[src/rtl/alu_pkg.sv]
// Shared opcodes, flag bit positions and FSM state encoding for alu_pipe.
package alu_pkg;

    typedef enum logic [3:0] {
        OP_ADD = 4'd0,
        OP_SUB = 4'd1,
        OP_AND = 4'd2,
        OP_OR  = 4'd3,
        OP_NOR = 4'd4,
        OP_XOR = 4'd5,
        OP_SHL = 4'd6,
        OP_SHR = 4'd7,
        OP_MUL = 4'd8
    } opcode_t;

    localparam int NUM_FLAGS = 5;
    localparam int FLG_ZERO  = 0;
    localparam int FLG_CARRY = 1;
    localparam int FLG_OVF   = 2;
    localparam int FLG_NEG   = 3;
    localparam int FLG_ERR   = 4;

    typedef logic [0:0] state_t;
    localparam state_t ST_IDLE = 1'b0;
    localparam state_t ST_MUL  = 1'b1;

endpackage

[src/rtl/alu_mul_iter.sv]
// Iterative shift-add unsigned multiplier: one partial product per clock after start.
module alu_mul_iter #(
    parameter int DATA_WIDTH = 8
) (
    input  logic                      clk,
    input  logic                      rst_n,
    input  logic                      start,
    input  logic [DATA_WIDTH-1:0]     a,
    input  logic [DATA_WIDTH-1:0]     b,
    output logic                      done,
    output logic [2*DATA_WIDTH-1:0]   product
);

    localparam int W  = DATA_WIDTH;
    localparam int CW = $clog2(DATA_WIDTH);

    logic          busy;
    logic [CW-1:0] count;
    logic [2*W-1:0] mcand;
    logic [2*W-1:0] acc;
    logic [2*W-1:0] acc_next;
    logic [W-1:0]   mplier;

    // The final step's sum is exposed directly so the caller can capture it on the same edge.
    assign acc_next = mplier[0] ? (acc + mcand) : acc;
    assign done     = busy && (count == CW'(DATA_WIDTH - 1));
    assign product  = acc_next;

    always_ff @(posedge clk or negedge rst_n) begin
        if (!rst_n) begin
            busy   <= 1'b0;
            count  <= '0;
            mcand  <= '0;
            acc    <= '0;
            mplier <= '0;
        end else if (start) begin
            busy   <= 1'b1;
            count  <= '0;
            mcand  <= {{W{1'b0}}, a};
            acc    <= '0;
            mplier <= b;
        end else if (busy) begin
            acc    <= acc_next;
            mcand  <= mcand << 1;
            mplier <= mplier >> 1;
            if (done) begin
                busy  <= 1'b0;
                count <= '0;
            end else begin
                count <= count + 1'b1;
            end
        end
    end

endmodule

[src/rtl/alu_pipe.sv]
// Registered ALU with valid/ready handshake and iterative multiply.
// Define ALU_SAT_EN to saturate ADD/SUB results instead of wrapping.
module alu_pipe
    import alu_pkg::*;
#(
    parameter int DATA_WIDTH = 8,
    parameter int SHW        = $clog2(DATA_WIDTH)
) (
    input  logic                  clk,
    input  logic                  rst_n,
    input  logic                  in_valid,
    output logic                  in_ready,
    input  logic [3:0]            opcode,
    input  logic [DATA_WIDTH-1:0] ina,
    input  logic [DATA_WIDTH-1:0] inb,
    output logic                  out_valid,
    input  logic                  out_ready,
    output logic [DATA_WIDTH-1:0] result,
    output logic [DATA_WIDTH-1:0] result_hi,
    output logic [4:0]            flags
);

    localparam int W = DATA_WIDTH;

    state_t               state;
    logic                 fire;
    logic                 load;
    logic                 mul_start;
    logic                 mul_done;
    logic [2*W-1:0]       product;
    logic [W:0]           sum;
    logic [W:0]           diff;
    logic                 shift_oob;
    logic [W-1:0]         alu_res;
    logic                 alu_carry;
    logic                 alu_ovf;
    logic                 alu_err;
    logic [W-1:0]         load_res;
    logic [W-1:0]         load_hi;
    logic [NUM_FLAGS-1:0] load_flags;

    assign in_ready  = (state == ST_IDLE) && (!out_valid || out_ready);
    assign fire      = in_valid && in_ready;
    assign mul_start = fire && (opcode == OP_MUL);
    assign load      = (fire && (opcode != OP_MUL)) || mul_done;

    assign sum       = {1'b0, ina} + {1'b0, inb};
    assign diff      = {1'b0, ina} - {1'b0, inb};
    assign shift_oob = (inb >= W'(DATA_WIDTH));

    alu_mul_iter #(.DATA_WIDTH(W)) u_mul (
        .clk     (clk),
        .rst_n   (rst_n),
        .start   (mul_start),
        .a       (ina),
        .b       (inb),
        .done    (mul_done),
        .product (product)
    );

    always_comb begin
        alu_res   = '0;
        alu_carry = 1'b0;
        alu_ovf   = 1'b0;
        alu_err   = 1'b0;
        case (opcode)
            OP_ADD: begin
                alu_res   = sum[W-1:0];
                alu_carry = sum[W];
                alu_ovf   = (ina[W-1] == inb[W-1]) && (sum[W-1] != ina[W-1]);
`ifdef ALU_SAT_EN
                if (sum[W]) alu_res = '1;
`endif
            end
            OP_SUB: begin
                alu_res   = diff[W-1:0];
                alu_carry = diff[W];
                alu_ovf   = (ina[W-1] != inb[W-1]) && (diff[W-1] != ina[W-1]);
`ifdef ALU_SAT_EN
                if (diff[W]) alu_res = '0;
`endif
            end
            OP_AND: alu_res = ina & inb;
            OP_OR:  alu_res = ina | inb;
            OP_NOR: alu_res = ~(ina | inb);
            OP_XOR: alu_res = ina ^ inb;
            OP_SHL: alu_res = shift_oob ? '0 : (ina << inb[SHW-1:0]);
            OP_SHR: alu_res = shift_oob ? '0 : (ina >> inb[SHW-1:0]);
            OP_MUL: alu_res = '0;
            default: alu_err = 1'b1;
        endcase
    end

    // In MUL the only possible load is the finished product; otherwise the ALU path.
    always_comb begin
        load_flags = '0;
        if (state == ST_MUL) begin
            load_res              = product[W-1:0];
            load_hi               = product[2*W-1:W];
            load_flags[FLG_ZERO]  = (product == '0);
            load_flags[FLG_NEG]   = product[2*W-1];
        end else begin
            load_res              = alu_res;
            load_hi               = '0;
            load_flags[FLG_ZERO]  = !alu_err && (alu_res == '0);
            load_flags[FLG_NEG]   = alu_res[W-1];
            load_flags[FLG_CARRY] = alu_carry;
            load_flags[FLG_OVF]   = alu_ovf;
            load_flags[FLG_ERR]   = alu_err;
        end
    end

    always_ff @(posedge clk or negedge rst_n) begin
        if (!rst_n) begin
            state <= ST_IDLE;
        end else if (state == ST_IDLE) begin
            if (mul_start) state <= ST_MUL;
        end else if (mul_done) begin
            state <= ST_IDLE;
        end
    end

    always_ff @(posedge clk or negedge rst_n) begin
        if (!rst_n) begin
            out_valid <= 1'b0;
            result    <= '0;
            result_hi <= '0;
            flags     <= '0;
        end else if (load) begin
            out_valid <= 1'b1;
            result    <= load_res;
            result_hi <= load_hi;
            flags     <= load_flags;
        end else if (out_ready) begin
            out_valid <= 1'b0;
        end
    end

endmodule

[config.mk]
export PLATFORM = sky130hd
export DESIGN_NAME = alu_pipe
export DESIGN_NICKNAME = d
export VERILOG_FILES = /design/src/rtl/alu_pkg.sv /design/src/rtl/alu_mul_iter.sv /design/src/rtl/alu_pipe.sv
export SDC_FILE = /design/constraint.sdc
export NUM_CORES = 1
export LEC_CHECK = 0
export ABC_AREA = 1
export CAP_MARGIN = 20
export CORE_ASPECT_RATIO = 1.2
export CORE_MARGIN = 2
export CORE_UTILIZATION = 45
export DETAILED_ROUTE_END_ITERATION = 8
export DONT_BUFFER_PORTS = 1
export SLEW_MARGIN = 30
export SYNTH_ARGS = -nofsm -noshare
export SYNTH_HDL_FRONTEND = slang
export SYNTH_HIERARCHICAL = 1
export SYNTH_SLANG_ARGS = --single-unit
[constraint.sdc]
create_clock -name clk -period 2.5 [get_ports clk]
set_clock_uncertainty 0.2 [all_clocks]
set_input_delay 0.5 -clock clk [delete_from_list [all_inputs] [get_ports clk]]
set_output_delay 0.5 -clock clk [all_outputs]
set_load 0.05 [all_outputs]
Yosys cells after proc, flatten, opt, wreduce, memory -nomap -nowiden
Cells that the tools add are included.
- flip-flop bits (word level): 67
- output and inout port bits: 23
- word-level logic and storage cells: 82
- bitwise logic cells: 5
- equality and inequality tests: 14
- magnitude comparators: 1
- reduce and logical (&&, ||, !) cells: 17
- $add $sub $neg: 4
- shift operators: 2
- muxes and demuxes: 29
- operators with widths (cell ; count):
    2-to-1 mux 16 bit ; 5
    one-hot mux 8 bit (8 select lines) ; 1
    2-to-1 mux 8 bit ; 6
    adder 16 bit ; 1
    == test 4 x 3 -> 1 bit, second input constant ; 4
    zero test 16 bit ; 1
    2-to-1 mux 1 bit ; 11
    adder 8 x 8 -> 9 bit ; 1
    2-to-1 mux 3 bit ; 3
    OR reduction 9 bit ; 1
    subtractor 8 x 8 -> 9 bit ; 1
    bitwise AND 8 bit ; 1
    == test 4 x 2 -> 1 bit, second input constant ; 2
    >= comparator 8 x 4 -> 1 bit, second input constant ; 1
    logical AND 1 bit ; 8
    zero test 8 bit ; 1
    NOT 8 bit ; 1
    bitwise OR 8 bit ; 1
    left shift 8 x 3 -> 8 bit ; 1
    >> shifter 8 x 3 -> 8 bit ; 1
    bitwise XOR 8 bit ; 1
    == test 4 x 1 -> 1 bit, second input constant ; 1
    == test 4 bit, second input constant ; 1
    zero test 4 bit ; 1
    other kinds (11) ; 16

Logic depth before layout (Yosys ltp)
Gate-level depths: netlist of the first run.
- word-level depth: 7
- gate-level depth with buffers: 17
- mapped depth without buffers: 16

By module
Netlist of the first run, hierarchy kept.
- modules (own cells, without submodules) (module ; sequential area each (µm²) ; area each (µm²) ; instances ; cells each):
    alu_mul_iter ; 1101.1 ; 2855.2 ; 1 ; 387
    alu_pipe ; 575.6 ; 2801.4 ; 1 ; 475

Worst setup path after synthesis of the first run
OpenSTA, ideal clock, no wires.
- kind: reg2reg
- start point: reg out_valid
- end point: reg u_mul.acc[15]
- data arrival time: 2.431 ns
- slack: -0.248 ns
- buffers on the path: 3
- clock period less this slack: 2.748 ns
- stages on the path, launching flop included: 10
- cell sequence: dfrtp_1 a21oi_1 nand2_1 nor2_1 buf_2 nor2_1 buf_2 buf_2 nand2_1 nand2_1
- cells in the longest elaborated chain, start to end: 6
- ends and longest elaborated chain (item ; line ; text):
    start: declaration ; alu_pipe.sv:16 ; output logic out_valid,
    start signal: assignment ; alu_pipe.sv:125 ; out_valid <= 1'b0;
    start signal: assignment ; alu_pipe.sv:130 ; out_valid <= 1'b1;
    start signal: assignment ; alu_pipe.sv:135 ; out_valid <= 1'b0;
    zero test 1 bit * ; alu_pipe.sv:42 ; assign in_ready = (state == ST_IDLE) && (!out_valid || out_ready);
    logical OR 1 bit * ; alu_pipe.sv:42 ;
    logical AND 1 bit * ; alu_pipe.sv:42 ;
    via in_ready ; alu_pipe.sv:12 ; output logic in_ready,
    logical AND 1 bit * ; alu_pipe.sv:43 ; assign fire = in_valid && in_ready;
    logical AND 1 bit * ; alu_pipe.sv:44 ; assign mul_start = fire && (opcode == OP_MUL);
    via mul_start ; alu_pipe.sv:28 ; logic mul_start;
    2-to-1 mux 16 bit or nonzero test 2 bit (tied branches) ; -- ;
    end signal: assignment ; alu_mul_iter.sv:43 ; acc <= acc_next;
    end: declaration ; alu_mul_iter.sv:20 ; logic [2*W-1:0] acc;
Mark *: on every way through the listed nets, which the timed path passes. The rest lies on a longest branch.
A chain may end at the register's enable or synchronous reset.

Worst setup path in the final report of the first run
- start point: reg u_mul.mcand[0]
- end point: reg flags[0]
- cells in the longest elaborated chain, start to end: 4
- ends and longest elaborated chain (item ; line ; text):
    start: declaration ; alu_mul_iter.sv:19 ; logic [2*W-1:0] mcand;
    start signal: assignment ; alu_mul_iter.sv:39 ; mcand <= {{W{1'b0}}, a};
    start signal: assignment ; alu_mul_iter.sv:44 ; mcand <= mcand << 1;
    adder 16 bit ; alu_mul_iter.sv:25 ; assign acc_next = mplier[0] ? (acc + mcand) : acc;
    2-to-1 mux 16 bit ; alu_mul_iter.sv:25 ;
    via product[8] ; alu_pipe.sv:30 ; logic [2*W-1:0] product;
    zero test 16 bit ; alu_pipe.sv:100 ; load_flags[FLG_ZERO] = (product == '0);
    2-to-1 mux 1 bit ; alu_pipe.sv:97 ; if (state == ST_MUL) begin
    end signal: assignment ; alu_pipe.sv:133 ; flags <= load_flags;
    end: declaration ; alu_pipe.sv:20 ; output logic [4:0] flags
The timed path passes the listed nets, and every way through them passes these cells.

==> results_dict.tcl, run 1 <==
set metrics [dict create \
    status "finished, violations left" \
    violations "setup timing" \
    period_needed_ps 2620 \
    cts_tree "done" \
    worstPathRequired_ps 2560 \
    cts_made_buffers 9 \
    overflow 0 \
    power_density_mw_per_mm2 1050 \
    setup_slack_ps -123 \
    crit_path_end_kind "flip-flop" \
    ys_ff_latch 67 \
    hpwl_mm 14.2 \
    ir_worst_vdd_mv 0.459 \
    htree_levels 3 \
    wirelength_mm 18.3 \
    ant_nets 0 \
    synth_nets 931 \
    use_met3_pct 5.04 \
    clockBufferDepth 2 \
    fin_cells 1109 \
    ys_seq_area_share_pct 29.6 \
    fin_area_sq_mm 0.00694 \
    final_max_slew_viol_count 0 \
    cts-root-buf "clkbuf_16" \
    top_usage_layer "met2" \
    grt_pass1_vias 6000 \
    final-setup-viol-count 1 \
    placed_cells 1090 \
    crit_type "flip-flop to flip-flop" \
    start_kind "flip-flop" \
    numPortBuffers 0 \
    core_area_sq_mm 0.0122 \
    worstSkewPairLatency_ps 340 \
    gp_congestion 0.912 \
    grt_max_degree 68 \
    ys_types 37 \
    met2_usage_pct 50.8 \
    wire_per_inst_um 16.5 \
    grt_pass1_wl_mm 29.4 \
    hold_viol 0 \
    die_h_um 127 \
    drc 0 \
    antenna_cells 0 \
    die_x_um 106 \
    ios 47 \
    post-route-period-util_pct 105 \
    antenna_found_initial 0 \
    relSlewSlack_pct 65.6 \
    path_max_fanout 3 \
    clock_sinks 67 \
    p_leak_nw 3.69 \
    placed_cell_area_sq_mm 0.00641 \
    synth_edf_count 0 \
    vias 5911 \
    place_ws_ps -179 \
    drive_above_1_share_pct 18.5 \
    grtUsageMet1_pct 30.0 \
    rows 44 \
    syn_area_per_cell_sq_um 6.56 \
    clkTransAtPathRegs_ps 60 \
    die_area_sq_mm 0.0135 \
    async_flop_share_pct 100 \
    drt_iter0_drc 366 \
    fin_nets 1012 \
    initial_utilization_pct 46.5 \
    setup_tns_ps -123 \
    ys_warn_count 6 \
    synth_top_flop_cell "dfrtp_1" \
    max-cap-violations 0 \
    min_path_type "input pin to flip-flop" \
    vias_per_cell 5.33 \
    netlist_area_sq_mm 0.00566 \
    fmax_ghz 0.381 \
    tightest_slew_ps 516 \
    synthCells 862 \
    syn_to_final_growth_pct 22.7 \
    rsz0062_at_grt "true" \
    gr-usage-all-layers_pct 28.0 \
    first_pass_iters 4 \
    fin_hold_ws_ps 99.0 \
    arrival_ps 2690 \
]
## worst paths after layout
check	startpoint	to	slack, ps	depth (start not counted)
setup reg to reg	u_mul/mcand[0]	flags[0]	-120	13
min in group asynchronous	rst_n	u_mul/acc[12]	550	2
hold / removal	inb[5]	u_mul/mplier[5]	100	2
max in group asynchronous	rst_n	u_mul/mcand[1]	1220	2
hold reg to reg	u_mul/count[2]	u_mul/count[2]	310	2
setup / recovery	u_mul/mcand[0]	flags[0]	-120	13
## cell usage in the layout, fill, tap and decap left out, types with 3 or more instances in the layout
cell / Yosys / layout
a21oi_1: 33 / 29
a21oi_2: 0 / 4
a22o_1: 3 / 3
and2_1: 11 / 9
buf_4: 1 / 87
clkbuf_16: 0 / 9
dfrtp_1: 67 / 66
ha_1: 42 / 35
ha_4: 0 / 5
inv_1: 123 / 123
inv_2: 10 / 10
nand2_1: 284 / 273
nand2_2: 7 / 18
nand3_1: 88 / 83
nand3_2: 0 / 5
nand3b_1: 4 / 4
nand4_1: 3 / 3
nor2_1: 51 / 50
nor2_2: 6 / 7
o211ai_1: 6 / 6
o21ai_0: 32 / 31
o21ai_1: 6 / 7
o21ai_2: 3 / 3
o221ai_1: 14 / 14
o22ai_1: 16 / 16
or2_2: 8 / 8
xnor2_1: 7 / 6
xor2_1: 3 / 3
## metrics by stage
stage                     power (mW)  utilization, %
after global placement          5.53            52.7
after detailed placement        5.61            52.7
after floorplan                 4.27               -
after global routing            7.79            57.1
after CTS                       7.13            56.3
final                           7.27            57.1
## routing by layer
metal / up-vias / share of wire [%]
li1: 2949 / -
met1: 2742 / 38
met2: 156 / 51
met3: 64 / 4.4
met4: 0 / 6.7
met5: - / 0
## Yosys cell counts (7+ instances only)
library cell,count,area [sq um]
nand2_2,7,43.8
nor2_1,51,191
a21oi_1,33,165
and2_1,11,68.8
dfrtp_1,67,1680
ha_1,42,526
inv_2,10,37.5
or2_2,8,50.1
xnor2_1,7,61.3
nand2_1,284,1070
nand3_1,88,440
buf_2,16,80.1
o221ai_1,14,123
o22ai_1,16,100
inv_1,123,462
o21ai_0,32,160
## worst max-delay path, cell delays in order, from the launching register on
cell and delay (ps):
dfrtp_1 380, ha_2 210, fa_2 370, nand3_2 90
nand2_2 70, nand2_2 80, nand2_2 80, xnor2_1 200
a21boi_1 140, inv_1 100, nand3_1 90, o41ai_2 340
inv_1 80, a21oi_2 120
## area by class of cell
type / instances / area, sq um
inverters: 136 / 513
repair buffers: 89 / 691
multi-input cells: 640 / 3530
clock buffers: 10 / 239
clock inverters: 6 / 88.8
fillers: 1244 / 5220
well taps: 161 / 201
flip-flops and latches: 67 / 1680
## flip-flops by register name, indices dropped and copies added, names as in the netlist
register      cells
state             1
u_mul/mplier      8
out_valid         1
result_hi         8
u_mul/count       3
result            8
flags             5
u_mul/mcand      16
u_mul/acc        16
u_mul/busy        1
## cells by family (layout without fill, tap and decap cells)
| kind of cell | count (synthesis) | after routing | share of synthesized area [%] |
|---|---|---|---|
| fa+ha+maj | 45 | 45 | 10.4 |
| flops | 67 | 67 | 29.6 |
| simple gates | 467 | 467 | 35.1 |
| compound gates | 118 | 118 | 12.6 |
| buf+inv | 155 | 241 | 10.8 |
| xor+xnor | 10 | 10 | 1.55 |
## what timing repair did
item / in CTS / in global routing
setup endpoints to repair: 1 / 1
pin swaps: 8 / 10
hold buffers: 2 / 0
setup buffers: 1 / 0
endpoints found under the hold margin: 67 / 0
gates resized for setup: 15 / 19
## power breakdown
part           internal, mW  switching (mW)  leakage (nW)  total (mW)
combinational          1.64            1.98          2.66        3.62
sequential             1.49           0.773         0.878        2.27
clock                 0.899           0.478         0.155        1.38
(Power assumes the default switching activity.)
==> run 2, diff against run 1 <==
--- a/config.mk
+++ b/config.mk
@@ -7,7 +7,7 @@
 export LEC_CHECK = 0
 export ABC_AREA = 1
 export CAP_MARGIN = 20
-export CORE_ASPECT_RATIO = 1.2
+export CORE_ASPECT_RATIO = 2
 export CORE_MARGIN = 2
 export CORE_UTILIZATION = 45
 export DETAILED_ROUTE_END_ITERATION = 8
==> run 2 against run 1 <==
The flow still finishes with violations (setup timing). Worst hold slack barely moved. Die area is 0.38% higher. Non-clock buffer count shrank 13. Sequential share of layout area increased by 0.37 points. First-iteration DRC count decreased by 16%. Utilization down 2.0 points. Setup slack gained 80 ps. Count of clock-buffer cells in the layout increased by 1. Sequential power is essentially flat. Design area down 1.6%. Largest power group unchanged.
==> results_dict.tcl, run 2 (synthesis gave the netlist of run 1 again) <==
set metrics [dict create \
    final_max_slew_viol_count 0 \
    fin_nets 999 \
    grt_max_degree 68 \
    die_x_um 83.3 \
    top_regs "u_mul/acc x16, u_mul/mcand x16" \
    worstPathRequired_ps 2560 \
    placed_cell_area_sq_mm 0.00632 \
    hold_viol 0 \
    first_pass_iters 5 \
    ios 47 \
    antenna_cells 0 \
    crit_path_end_kind "flip-flop" \
    period_needed_ps 2540 \
    tightest_slew_ps 558 \
    final-setup-viol-count 1 \
    path_max_fanout 3 \
    die_area_sq_mm 0.0135 \
    violations "setup timing" \
    vias 5718 \
    placed_cells 1065 \
    clkTransAtPathRegs_ps 50 \
    wire_per_inst_um 15.5 \
    rsz0062_at_grt "true" \
    p_leak_nw 3.61 \
    fin_hold_ws_ps 99.3 \
    crit_type "flip-flop to flip-flop" \
    vias_per_cell 5.28 \
    gr-usage-all-layers_pct 24.9 \
    core_area_sq_mm 0.0124 \
    post-route-period-util_pct 102 \
    antenna_found_initial 0 \
    fin_cells 1082 \
    gp_congestion 0.919 \
    drt_iter0_drc 307 \
    htree_levels 3 \
    cts_made_buffers 9 \
    clock_sinks 67 \
    ant_nets 0 \
    initial_utilization_pct 45.6 \
    start_kind "flip-flop" \
    clockBufferDepth 2 \
    cts_tree "done" \
    worstSkewPairLatency_ps 330 \
    ir_worst_vdd_mv 0.885 \
    cts-root-buf "clkbuf_16" \
    fin_area_sq_mm 0.00683 \
    wirelength_mm 16.7 \
    place_ws_ps -122 \
    r2r_slack_ps -40 \
    relSlewSlack_pct 62.6 \
    overflow 0 \
    final_cell_mix "nand2_1, inv_1, nand3_1, buf_4, dfrtp_1" \
    fmax_ghz 0.393 \
    status "finished, violations left" \
    setup_slack_ps -43.1 \
    rows 58 \
    min_path_type "input pin to flip-flop" \
    syn_to_final_growth_pct 20.8 \
    grt_pass1_vias 5452 \
    arrival_ps 2600 \
    hpwl_mm 12.6 \
    numPortBuffers 0 \
    final_common_cell "nand2_1" \
    max-cap-violations 0 \
    power_density_mw_per_mm2 1030 \
    grt_pass1_wl_mm 26.9 \
    die_h_um 163 \
    drc 0 \
    drive_above_1_share_pct 16.4 \
]
-- run 2: cell types whose count changed in the layout (fill, tap and decap cells not counted), sizes merged --
cell / before / now
buf: 88 / 75
clkbuf: 10 / 11
clkinvlp: 2 / 1
clkinv: 4 / 2
bufinv: 2 / 1
-- run 2: path summary, 6_finish.rpt --
| path | endpoint | depth (start not counted) | from |
|---|---|---|---|
| setup / recovery | flags[0] | 16 | u_mul/mcand[0] |
| hold / removal | u_mul/mcand[2] | 2 | ina[2] |
| setup reg to reg | flags[0] | 16 | u_mul/mcand[0] |
| hold reg to reg | u_mul/mplier[7] | 1 | u_mul/mplier[7] |
| max in group asynchronous | u_mul/acc[13] | 2 | rst_n |
| min in group asynchronous | u_mul/acc[3] | 2 | rst_n |
-- run 2: area by class of cell --
class                      instances  area (sq um)
clock buffer                      11           253
tap                              150           188
sequential                        67          1680
fill                            1218          5580
timing repair buffer              76           618
inverter                         136           513
clock inverter                     2          37.5
multi-input combinational        640          3550
-- run 2: metal layers --
metal / vias up / share of wire [%] / track usage (%)
li1: 2908 / - / -
met1: 2595 / 45 / 33.3
met2: 178 / 45 / 39.7
met3: 37 / 6.4 / 4.71
met4: 0 / 3.2 / 10.3
met5: - / 0 / 0
-- run 2: repair_timing --
| action | in CTS | in global routing |
|---|---|---|
| hold buffers | 2 | 0 |
| buffers inserted | 0 | 2 |
| endpoints found under the setup margin | 1 | 2 |
| pin swaps | 6 | 7 |
| hold endpoints to repair | 67 | 0 |
| resized for setup | 6 | 21 |
-- run 2: power by group --
group	internal [mW]	total (mW)	switching [mW]
sequential	1.49	2.27	0.774
clock	0.809	1.25	0.445
combinational	1.61	3.54	1.93
total	3.91	7.06	3.14
-- run 2: critical path, cell delays in order (launching register included) --
cell and delay, ps:
dfrtp_1 380, ha_2 200, fa_2 370, nand2_2 80
nand2_1 50, nand3b_1 100, nand2_2 100, nand2_2 70
nand2_1 50, nand2_1 50, nand3_1 70, and2_1 150
inv_2 60, nand4_1 80, o41ai_2 270, inv_1 80
a21oi_2 110
-- run 2: through the flow --
step | utilization [%] | setup TNS (ps) | total power, mW
2_1_floorplan | - | 0 | 4.27
3_3_place_gp | 50.9 | -110 | 5.45
3_5_place_dp | 50.9 | -122 | 5.47
4_1_cts | 53.7 | -119 | 6.82
5_1_grt | 55.1 | -242 | 7.57
6_report | 55.1 | -43.1 | 7.06
